--- src/rtl/data_mem_ctrl.sv ---
`default_nettype none
// +--------------------------------------------------------------------------+
// | Module      : data_mem_ctrl                                              |
// | Description : Load/store controller between a core request/response     |
// |               channel and a single-port, registered-address data RAM.   |
// | Revision    : 1.0  initial release                                       |
// +--------------------------------------------------------------------------+
module data_mem_ctrl (
  input  logic        clk,
  input  logic        rst,
  input  logic        req_valid,
  output logic        req_ready,
  input  logic [6:0]  req_addr,
  input  logic        req_we,
  input  logic [1:0]  req_size,
  input  logic        req_unsigned,
  input  logic [31:0] req_wdata,
  output logic        resp_valid,
  input  logic        resp_ready,
  output logic [31:0] resp_rdata,
  output logic        resp_err,
  output logic [4:0]  mem_r_addr,
  output logic [4:0]  mem_w_addr,
  output logic [31:0] mem_w_data,
  output logic        mem_wren,
  input  logic [31:0] mem_r_data
);

  typedef enum logic [1:0] {
    ST_IDLE   = 2'd0,
    ST_ADDR   = 2'd1,
    ST_ACCESS = 2'd2,
    ST_RESP   = 2'd3
  } state_t;

  localparam logic [1:0] c_SIZE_BYTE = 2'b00;
  localparam logic [1:0] c_SIZE_HALF = 2'b01;
  localparam logic [1:0] c_SIZE_WORD = 2'b10;

  state_t      r_state;
  logic [4:0]  r_word;
  logic [1:0]  r_offset;
  logic        r_we;
  logic [1:0]  r_size;
  logic        r_unsigned;
  logic [31:0] r_wdata;
  logic        r_illegal;

  logic        w_illegal;
  logic [7:0]  w_byte;
  logic [15:0] w_half;
  logic [31:0] w_load_data;
  logic [31:0] w_merged;

  always_comb begin
    w_illegal = 1'b0;
    case (req_size)
      c_SIZE_BYTE: w_illegal = 1'b0;
      c_SIZE_HALF: w_illegal = req_addr[0];
      c_SIZE_WORD: w_illegal = (req_addr[1:0] != 2'b00);
      default:     w_illegal = 1'b1;
    endcase
  end

  // Little-endian lane select and extension of the old word for loads.
  always_comb begin
    w_byte = mem_r_data[7:0];
    case (r_offset)
      2'd0:    w_byte = mem_r_data[7:0];
      2'd1:    w_byte = mem_r_data[15:8];
      2'd2:    w_byte = mem_r_data[23:16];
      default: w_byte = mem_r_data[31:24];
    endcase
    w_half = r_offset[1] ? mem_r_data[31:16] : mem_r_data[15:0];
    case (r_size)
      c_SIZE_BYTE: w_load_data = {{24{~r_unsigned & w_byte[7]}}, w_byte};
      c_SIZE_HALF: w_load_data = {{16{~r_unsigned & w_half[15]}}, w_half};
      default:     w_load_data = mem_r_data;
    endcase
  end

  // Read-modify-write: only the addressed lanes are replaced.
  always_comb begin
    w_merged = mem_r_data;
    case (r_size)
      c_SIZE_BYTE: begin
        case (r_offset)
          2'd0:    w_merged[7:0]   = r_wdata[7:0];
          2'd1:    w_merged[15:8]  = r_wdata[7:0];
          2'd2:    w_merged[23:16] = r_wdata[7:0];
          default: w_merged[31:24] = r_wdata[7:0];
        endcase
      end
      c_SIZE_HALF: begin
        if (r_offset[1]) w_merged[31:16] = r_wdata[15:0];
        else             w_merged[15:0]  = r_wdata[15:0];
      end
      default: w_merged = r_wdata;
    endcase
  end

  assign mem_r_addr = r_word;
  assign mem_w_addr = r_word;
  assign mem_w_data = mem_wren ? 32'h0000_0000 : w_merged;

  always_ff @(posedge clk or posedge rst) begin
    if (rst) begin
      r_state    <= ST_IDLE;
      r_word     <= 5'd0;
      r_offset   <= 2'd0;
      r_we       <= 1'b0;
      r_size     <= 2'd0;
      r_unsigned <= 1'b0;
      r_wdata    <= 32'h0000_0000;
      r_illegal  <= 1'b0;
      req_ready  <= 1'b1;
      resp_valid <= 1'b0;
      resp_rdata <= 32'h0000_0000;
      resp_err   <= 1'b0;
      mem_wren   <= 1'b1;
    end else begin
      case (r_state)
        ST_IDLE: begin
          if (req_valid) begin
            r_word     <= req_addr[6:2];
            r_offset   <= req_addr[1:0];
            r_we       <= req_we;
            r_size     <= req_size;
            r_unsigned <= req_unsigned;
            r_wdata    <= req_wdata;
            r_illegal  <= w_illegal;
            req_ready  <= 1'b0;
            r_state    <= ST_ADDR;
          end
        end
        ST_ADDR: begin
          // Rejected requests skip the memory access entirely.
          if (r_illegal) begin
            resp_valid <= 1'b1;
            resp_err   <= 1'b1;
            resp_rdata <= 32'h0000_0000;
            r_state    <= ST_RESP;
          end else begin
            mem_wren <= ~r_we;
            r_state  <= ST_ACCESS;
          end
        end
        ST_ACCESS: begin
          mem_wren   <= 1'b1;
          resp_valid <= 1'b1;
          resp_err   <= 1'b0;
          resp_rdata <= r_we ? 32'h0000_0000 : w_load_data;
          r_state    <= ST_RESP;
        end
        default: begin
          if (resp_ready) begin
            resp_valid <= 1'b0;
            req_ready  <= 1'b1;
            r_state    <= ST_IDLE;
          end
        end
      endcase
    end
  end

endmodule
`default_nettype wire

--- config.mk ---
export PLATFORM = sky130hd
export DESIGN_NAME = data_mem_ctrl
export DESIGN_NICKNAME = d
export VERILOG_FILES = /design/src/rtl/data_mem_ctrl.sv
export SDC_FILE = /design/constraint.sdc
export NUM_CORES = 1
export LEC_CHECK = 0
export BUFFER_PORTS_ARGS = -buffer_cell sky130_fd_sc_hd__buf_2
export CORE_MARGIN = 1
export CORE_UTILIZATION = 45
export DETAILED_ROUTE_END_ITERATION = 7
export PLACE_DENSITY = 0.72
export SLEW_MARGIN = 20
export SYNTH_ARGS = -nofsm -noshare
export SYNTH_HDL_FRONTEND = slang
export SYNTH_SLANG_ARGS = --single-unit
--- constraint.sdc ---
create_clock -name clk -period 4.2 [get_ports clk]
set_clock_uncertainty 0.1 [all_clocks]
set_input_delay 0.42 -clock clk [delete_from_list [all_inputs] [get_ports clk]]
set_output_delay 0.42 -clock clk [all_outputs]
set_load 0.01 [all_outputs]
==> metrics.md, run 1 <==
| Metric | Value |
|---|---|
| RSZ-0062 raised after global routing | `no` |
| Drt drc | `0` |
| Post-CTS setup buffer count | `0` |
| Reg-to-reg endpoint | `resp_rdata[16]` |
| R2r setup slk | `1.51 ns` |
| Row count | `36` |
| Die width | `104 µm` |
| Wirelength per Cell | `20.2 µm` |
| # resized after CTS | `0` |
| Core area | `9950 µm²` |
| Critical path data required time | `3.68 ns` |
| Iter 0 DRT Violations | `341` |
| Area of the die | `10800 µm²` |
| Antenna violations before repair | `0` |
| Fin area | `between 5000 and 6000 µm²` |
| Min-Delay Path Class | `primary input to asynchronous set/reset pin` |
| Final hold vios | `0` |
| Least-Margin Pin Slew | `1.14 ns` |
| Routed wire length | `between 10000 and 15000 µm` |
| Vias | `4266` |
| Status | `complete, no violations` |
| Crit Path Max Fanout | `23` |
| Synthesized area | `about 4700 µm²` |
| Post-CTS Hold Buffers | `0` |
| First-pass GRT wire length | `around 23000 µm` |
| CTS max path bufs | `2` |
| FF+latch count, synth | `82` |
| Diodes inserted | `0` |
| Largest net degree at the start of global routing | `47` |
| Layout cells sized above 1 | `44.4%` |
| Sequential element share of the synthesized area | `43.8%` |
| Maxcap violations | `0` |
| Leakage | `2.74 nW` |
| Ys async rst share | `between 90% and 100%` |
| CTS tree | `built` |
| Synth Flop Type | `dfrtp_1` |
| Startpoint types | `flip-flop` |
| Setup crit start | `r_offset[0]` |
| H-tree depth | `3` |
| Layout net count | `667` |
| Pre-antenna DRT Iters | `5` |
| Final period utilization | `about three quarters` |
| Yosys warns | `0` |
| Setup crit end kind | `output pin` |
| Clk_lat worst skew | `0.37 ns` |
| Fmax | `0.321 GHz` |
| Reg-to-reg startpoint | `r_offset[1]` |
| HPWL Detailed | `about 11000 µm` |
| Synthesized area per cell | `10.4 µm²` |
| Slew Limit Fails | `0` |
| Inserted Clock Buffers | `9` |
| CP arrival | `2.60 ns` |
| CP Class | `flip-flop to output pin` |
| Library cells used by synthesis | `45` |
| DIE HEIGHT | `between 100 and 150 µm` |
| Syn_nets | `about 530` |
| Setup TNS Final | `0 ns` |
| I/O pins | `157` |
| PortBufs | `156` |
| Clk sink count | `82` |
| Grt ovf | `0` |
| CP endpoint | `mem_w_data[17]` |
| Tmin final | `3.12 ns` |
| Final setup viols | `0` |
| Worst vdd ir | `0.324 mV` |
| Post-Synthesis Cells | `451` |
| DRT antenna net count | `0` |
| Post-synth EDFFs | `0` |
| P&R area growth vs syn | `21.2%` |
| Area post-placement | `~5500 µm²` |
| Pwr per Cell Area | `754 nW/µm²` |
| Vias in the first global route | `4180` |
| Gr usage total | `a little over a quarter` |
| Worst-path clk slew | `0.09 ns` |
| Slew margin rel. | `23.9%` |
| Initial Util | `47.2%` |
| Via density | `5.93` |
| Routability cong. | `~0.94` |
| Root Driver | `clkbuf_8` |
| Register-to-Register Path Depth | `5` |
## Yosys cell counts (7+ instances only)
cell,count,area (µm²)
a211oi_1,7,52.6
a221o_2,10,113
a221oi_1,8,70.1
a222oi_1,8,80.1
a22o_1,9,78.8
a311oi_1,8,70.1
a32o_1,7,70.1
buf_2,9,45.0
clkbuf_1,25,93.8
dfrtp_1,80,2000
inv_1,7,26.3
mux2_2,63,709
mux2i_1,10,100
nand2_1,38,143
nand2b_1,8,50.1
nand3_1,15,75.1
nor2_1,38,143
nor3_1,17,85.1
o21a_1,8,60.1
o21ai_0,19,95.1
## stage by stage
stage / util, % / total power, W / instances / hold slack [ns] / setup WS (ns)
6_report: 57.2 / 0.00429 / 719 / 0.0742 / 1.08
2_1_floorplan: - / 0.00307 / 451 / 0.379 / 1.57
5_1_grt: 57.2 / 0.00458 / 719 / 0.138 / 0.906
3_3_place_gp: 55.4 / 0.00364 / 706 / 0.367 / 1.64
3_5_place_dp: 55.4 / 0.00372 / 706 / 0.377 / 1.54
4_1_cts: 57.2 / 0.00428 / 719 / 0.0971 / 1.12
## logic make-up after synthesis
logic type / after synthesis / synth area share, %
AOI/OAI and AO/OA: 109 / 19.7
adders and majority gates: 4 / 1.07
buffers and inverters: 49 / 4.72
DFF: 82 / 43.8
muxes: 73 / 17.2
and+or+nand+nor: 134 / 13.5
## worst min path at each step
stage,cells past startpoint,end
3_3_place_gp,2,resp_rdata[7]
3_5_place_dp,2,resp_rdata[7]
5_1_grt,2,mem_r_addr[3]
6_report,2,mem_r_addr[3]
2_1_floorplan,1,mem_wren
4_1_cts,2,mem_r_addr[3]
## power breakdown
part | internal [W] | total (W) | switching [W]
combinational | 0.00103 | 0.00224 | 0.00121
sequential | 0.00113 | 0.00149 | 0.000361
clock | 0.000280 | 0.000564 | 0.000284
## cells in the final DEF (no fill, tap or decap), types with 6 or more instances in the layout
cell type and n:
a211oi_1 7, a221o_1 6, a221o_2 10, a221oi_1 8, a222oi_1 8, a22o_1 9
a311o_1 6, a311oi_1 8, a32o_1 7, and3b_1 6, buf_2 156, buf_4 7
clkbuf_8 10, dfrtp_1 80, inv_1 6, mux2_2 63, mux2i_1 9, nand2_1 37
nand2b_1 8, nand3_1 15, nor2_1 38, nor3_1 17, o21a_1 8, o21ai_0 19
## final cells by class
cell class / count / area, µm²
flip-flops and latches: 82 / 2050
inverters: 8 / 31.3
well taps: 133 / 166
fillers: 906 / 4260
multi-input cells: 320 / 2430
clock inverters: 3 / 42.5
repair buffers: 163 / 833
clock buffers: 10 / 138
## worst max-delay path, stage by stage, from the launching register on
cell and delay [ns]:
dfrtp_1 0.59, nand2b_1 0.56, nand2_1 0.44, nand2_1 0.10, a311oi_1 0.34, buf_2 0.20
## flip-flops by register name, indices dropped and copies added (netlist names)
register and count:
r_state 2, resp_rdata 32, req_ready 1, mem_r_addr 5
r_unsigned 1, r_wdata 32, r_offset 2, r_illegal 1
resp_valid 1, resp_err 1, r_we 1, r_size 2
mem_wren 1
## per-layer routing
metal / part of all wire (%) / track usage, %
met5: 0 / 0
met4: 2.2 / 10.0
met3: 7.5 / 5.45
met2: 46 / 43.6
met1: 44 / 37.1
Power figures use the tool's default switching activity.
==> run 2, diff against run 1 <==
Settings changed: PLACE_DENSITY 0.72 to 0.74.
Clock period 4.2 ns to 2.8 ns, I/O delays scaled along.
==> metrics.md, run 2 (synthesis results as in run 1) <==
| Metric | Value |
|---|---|
| Status | `complete, no violations` |
| First-pass GRT wire length | `22500 µm` |
| Fillcell total | `slightly below 900` |
| CP Class | `flip-flop to output pin` |
| Pwr per Cell Area | `1130 nW/µm²` |
| Power Internal | `0.00365 W` |
| Startpoint types | `flip-flop` |
| Dpl cells | `~710` |
| Layout net count | `676` |
| Grt ovf | `0` |
| DRT antenna net count | `0` |
| PortBufs | `156` |
| Pre-antenna DRT Iters | `7` |
| Inserted Clock Buffers | `9` |
| Switching share of power | `44.1%` |
| DIE HEIGHT | `104 µm` |
| Drt drc | `0` |
| Die width | `~100 µm` |
| CTS max path bufs | `2` |
| CP arrival | `2.34 ns` |
| Vias | `approximately 4300` |
| Final period utilization | `97.1%` |
| Setup TNS Final | `0 ns` |
| Critical path data required time | `2.42 ns` |
| Leakage | `between 2 and 3 nW` |
| Slew Limit Fails | `0` |
| Routed wire length | `around 14000 µm` |
| Vias in the first global route | `4049` |
| Register-to-Register Path Depth | `6` |
| Iter 0 DRT Violations | `approximately 370` |
| Crit Path Max Fanout | `21` |
| Via density | `approximately 5.9` |
| Area of the die | `roughly 11000 µm²` |
| Clk_lat worst skew | `between 0.3 and 0.4 ns` |
| Commonest non-fill, non-tap cell in the layout | `buf_2` |
| Combinational share of power | `52.9%` |
| Area occupied by multi-input gates | `about 2400 µm²` |
| Fmax | `0.368 GHz` |
| WHS Path Cells | `2` |
| Min-Delay Path Class | `primary input to flip-flop` |
| Final hold vios | `0` |
| Diodes inserted | `0` |
| Reg-to-reg endpoint | `resp_rdata[22]` |
| P&R area growth vs syn | `23.3%` |
| Largest net degree at the start of global routing | `35` |
| Tmin final | `about 2.7 ns` |
| Clock power frac | `12.8%` |
| Root Driver | `clkbuf_8` |
| Sequential Area | `around 2100 µm²` |
| Slew margin rel. | `28.1%` |
| HPWL Detailed | `10800 µm` |
| R2r setup slk | `around 0.37 ns` |
| NetSw | `0.00288 W` |
| Reg-to-reg startpoint | `r_state[1]` |
| Core area | `~10000 µm²` |
| I/O pins | `157` |
| Worst-path clk slew | `roughly 0.09 ns` |
| Antenna violations before repair | `0` |
| Commonest cells after routing, fill and taps aside | `156 x buf_2, 80 x dfrtp_1, 63 x mux2_2` |
| Sequential power share | `34.3%` |
| CTS tree | `built` |
| H-tree depth | `3` |
| Layout cells sized above 1 | `46.2%` |
| Clk sink count | `82` |
| Least-Margin Pin Slew | `1.07 ns` |
| Setup crit end kind | `output pin` |
| Hold endpoint | `r_unsigned` |
| Wirelength per Cell | `19.7 µm` |
| RSZ-0062 raised after global routing | `no` |
| Final Instance Count excl. Fillers | `731` |
| Gr usage total | `a little over a quarter` |
| Final setup viols | `0` |
| Worst vdd ir | `0.539 mV` |
| Min-delay src | `req_unsigned` |
| Initial Util | `a little under half` |
| Row count | `36` |
| Maxcap violations | `0` |
| Routability cong. | `between 0.9 and 1` |
[run 2: worst max-delay path by stage]
stage               cells after the start             end         from  slack [ns]
floorplan                               1   mem_r_addr[0]          rst        0.31
global placement                        6  mem_w_data[31]    r_size[0]        0.48
detailed placement                      6  resp_rdata[23]   r_state[1]        0.39
CTS                                     5   mem_w_data[1]    r_size[0]        0.05
global route                            5  mem_w_data[14]    r_size[1]       0.007
finish                                  6  mem_w_data[14]  r_offset[1]        0.08
[run 2: power by group through the flow]
stage | Clock, W | Combinational (W) | Sequential (W)
2_1_floorplan | 0 | 0.00251 | 0.00210
3_3_place_gp | 0 | 0.00331 | 0.00222
3_5_place_dp | 0 | 0.00337 | 0.00225
4_1_cts | 0.000842 | 0.00339 | 0.00222
5_1_grt | 0.000899 | 0.00376 | 0.00230
6_report | 0.000837 | 0.00345 | 0.00224
[run 2: repair_timing]
item / CTS / global route
pin swaps: 0 / 1
hold endpoints to repair: 23 / 0
hold buffers: 1 / 0
resized for setup: 1 / 4
setup endpoints to repair: 1 / 15
buffers inserted: 0 / 2
[run 2: worst max-delay path, cell delays in order, from the launching register on]
cell and delay (ns):
dfrtp_1 0.44, buf_4 0.28, inv_1 0.27, a21o_1 0.33
a222oi_1 0.35, nor2_1 0.11, buf_2 0.17
[run 2: per-layer routing]
metal | share of wire, % | routed length, µm | up-vias | GRT usage [%]
li1 | - | - | 1978 | -
met1 | 43 | 6240 | 2114 | 37.9
met2 | 47 | 6710 | 217 | 41.7
met3 | 8.6 | 1240 | 20 | 6.33
met4 | 1.5 | 210 | 0 | 7.65
met5 | 0 | 0 | - | 0
[run 2: cell type report]
class	count	share of cell area (%)
Clock buffer	9	2.14
Multi-Input combinational cell	320	42.1
Timing Repair Buffer	172	15.8
Tap cell	133	2.87
Clock inverter	7	1.02
Sequential cell	82	35.5
Inverter	8	0.540
[run 2: stage by stage]
| step | total power, W | cell area, µm² | hold slack (ns) | utilization [%] | worst slack (ns) |
|---|---|---|---|---|---|
| finish | 0.00652 | 5790 | 0.0254 | 58.2 | 0.0824 |
| global route | 0.00695 | 5790 | 0.0226 | 58.2 | 0.00684 |
| CTS | 0.00646 | 5760 | 0.0233 | 57.9 | 0.0529 |
| detailed placement | 0.00562 | 5570 | 0.201 | 55.9 | 0.388 |
| global placement | 0.00553 | 5570 | 0.200 | 55.9 | 0.477 |
| floorplan | 0.00460 | 4700 | 0.326 | - | 0.315 |
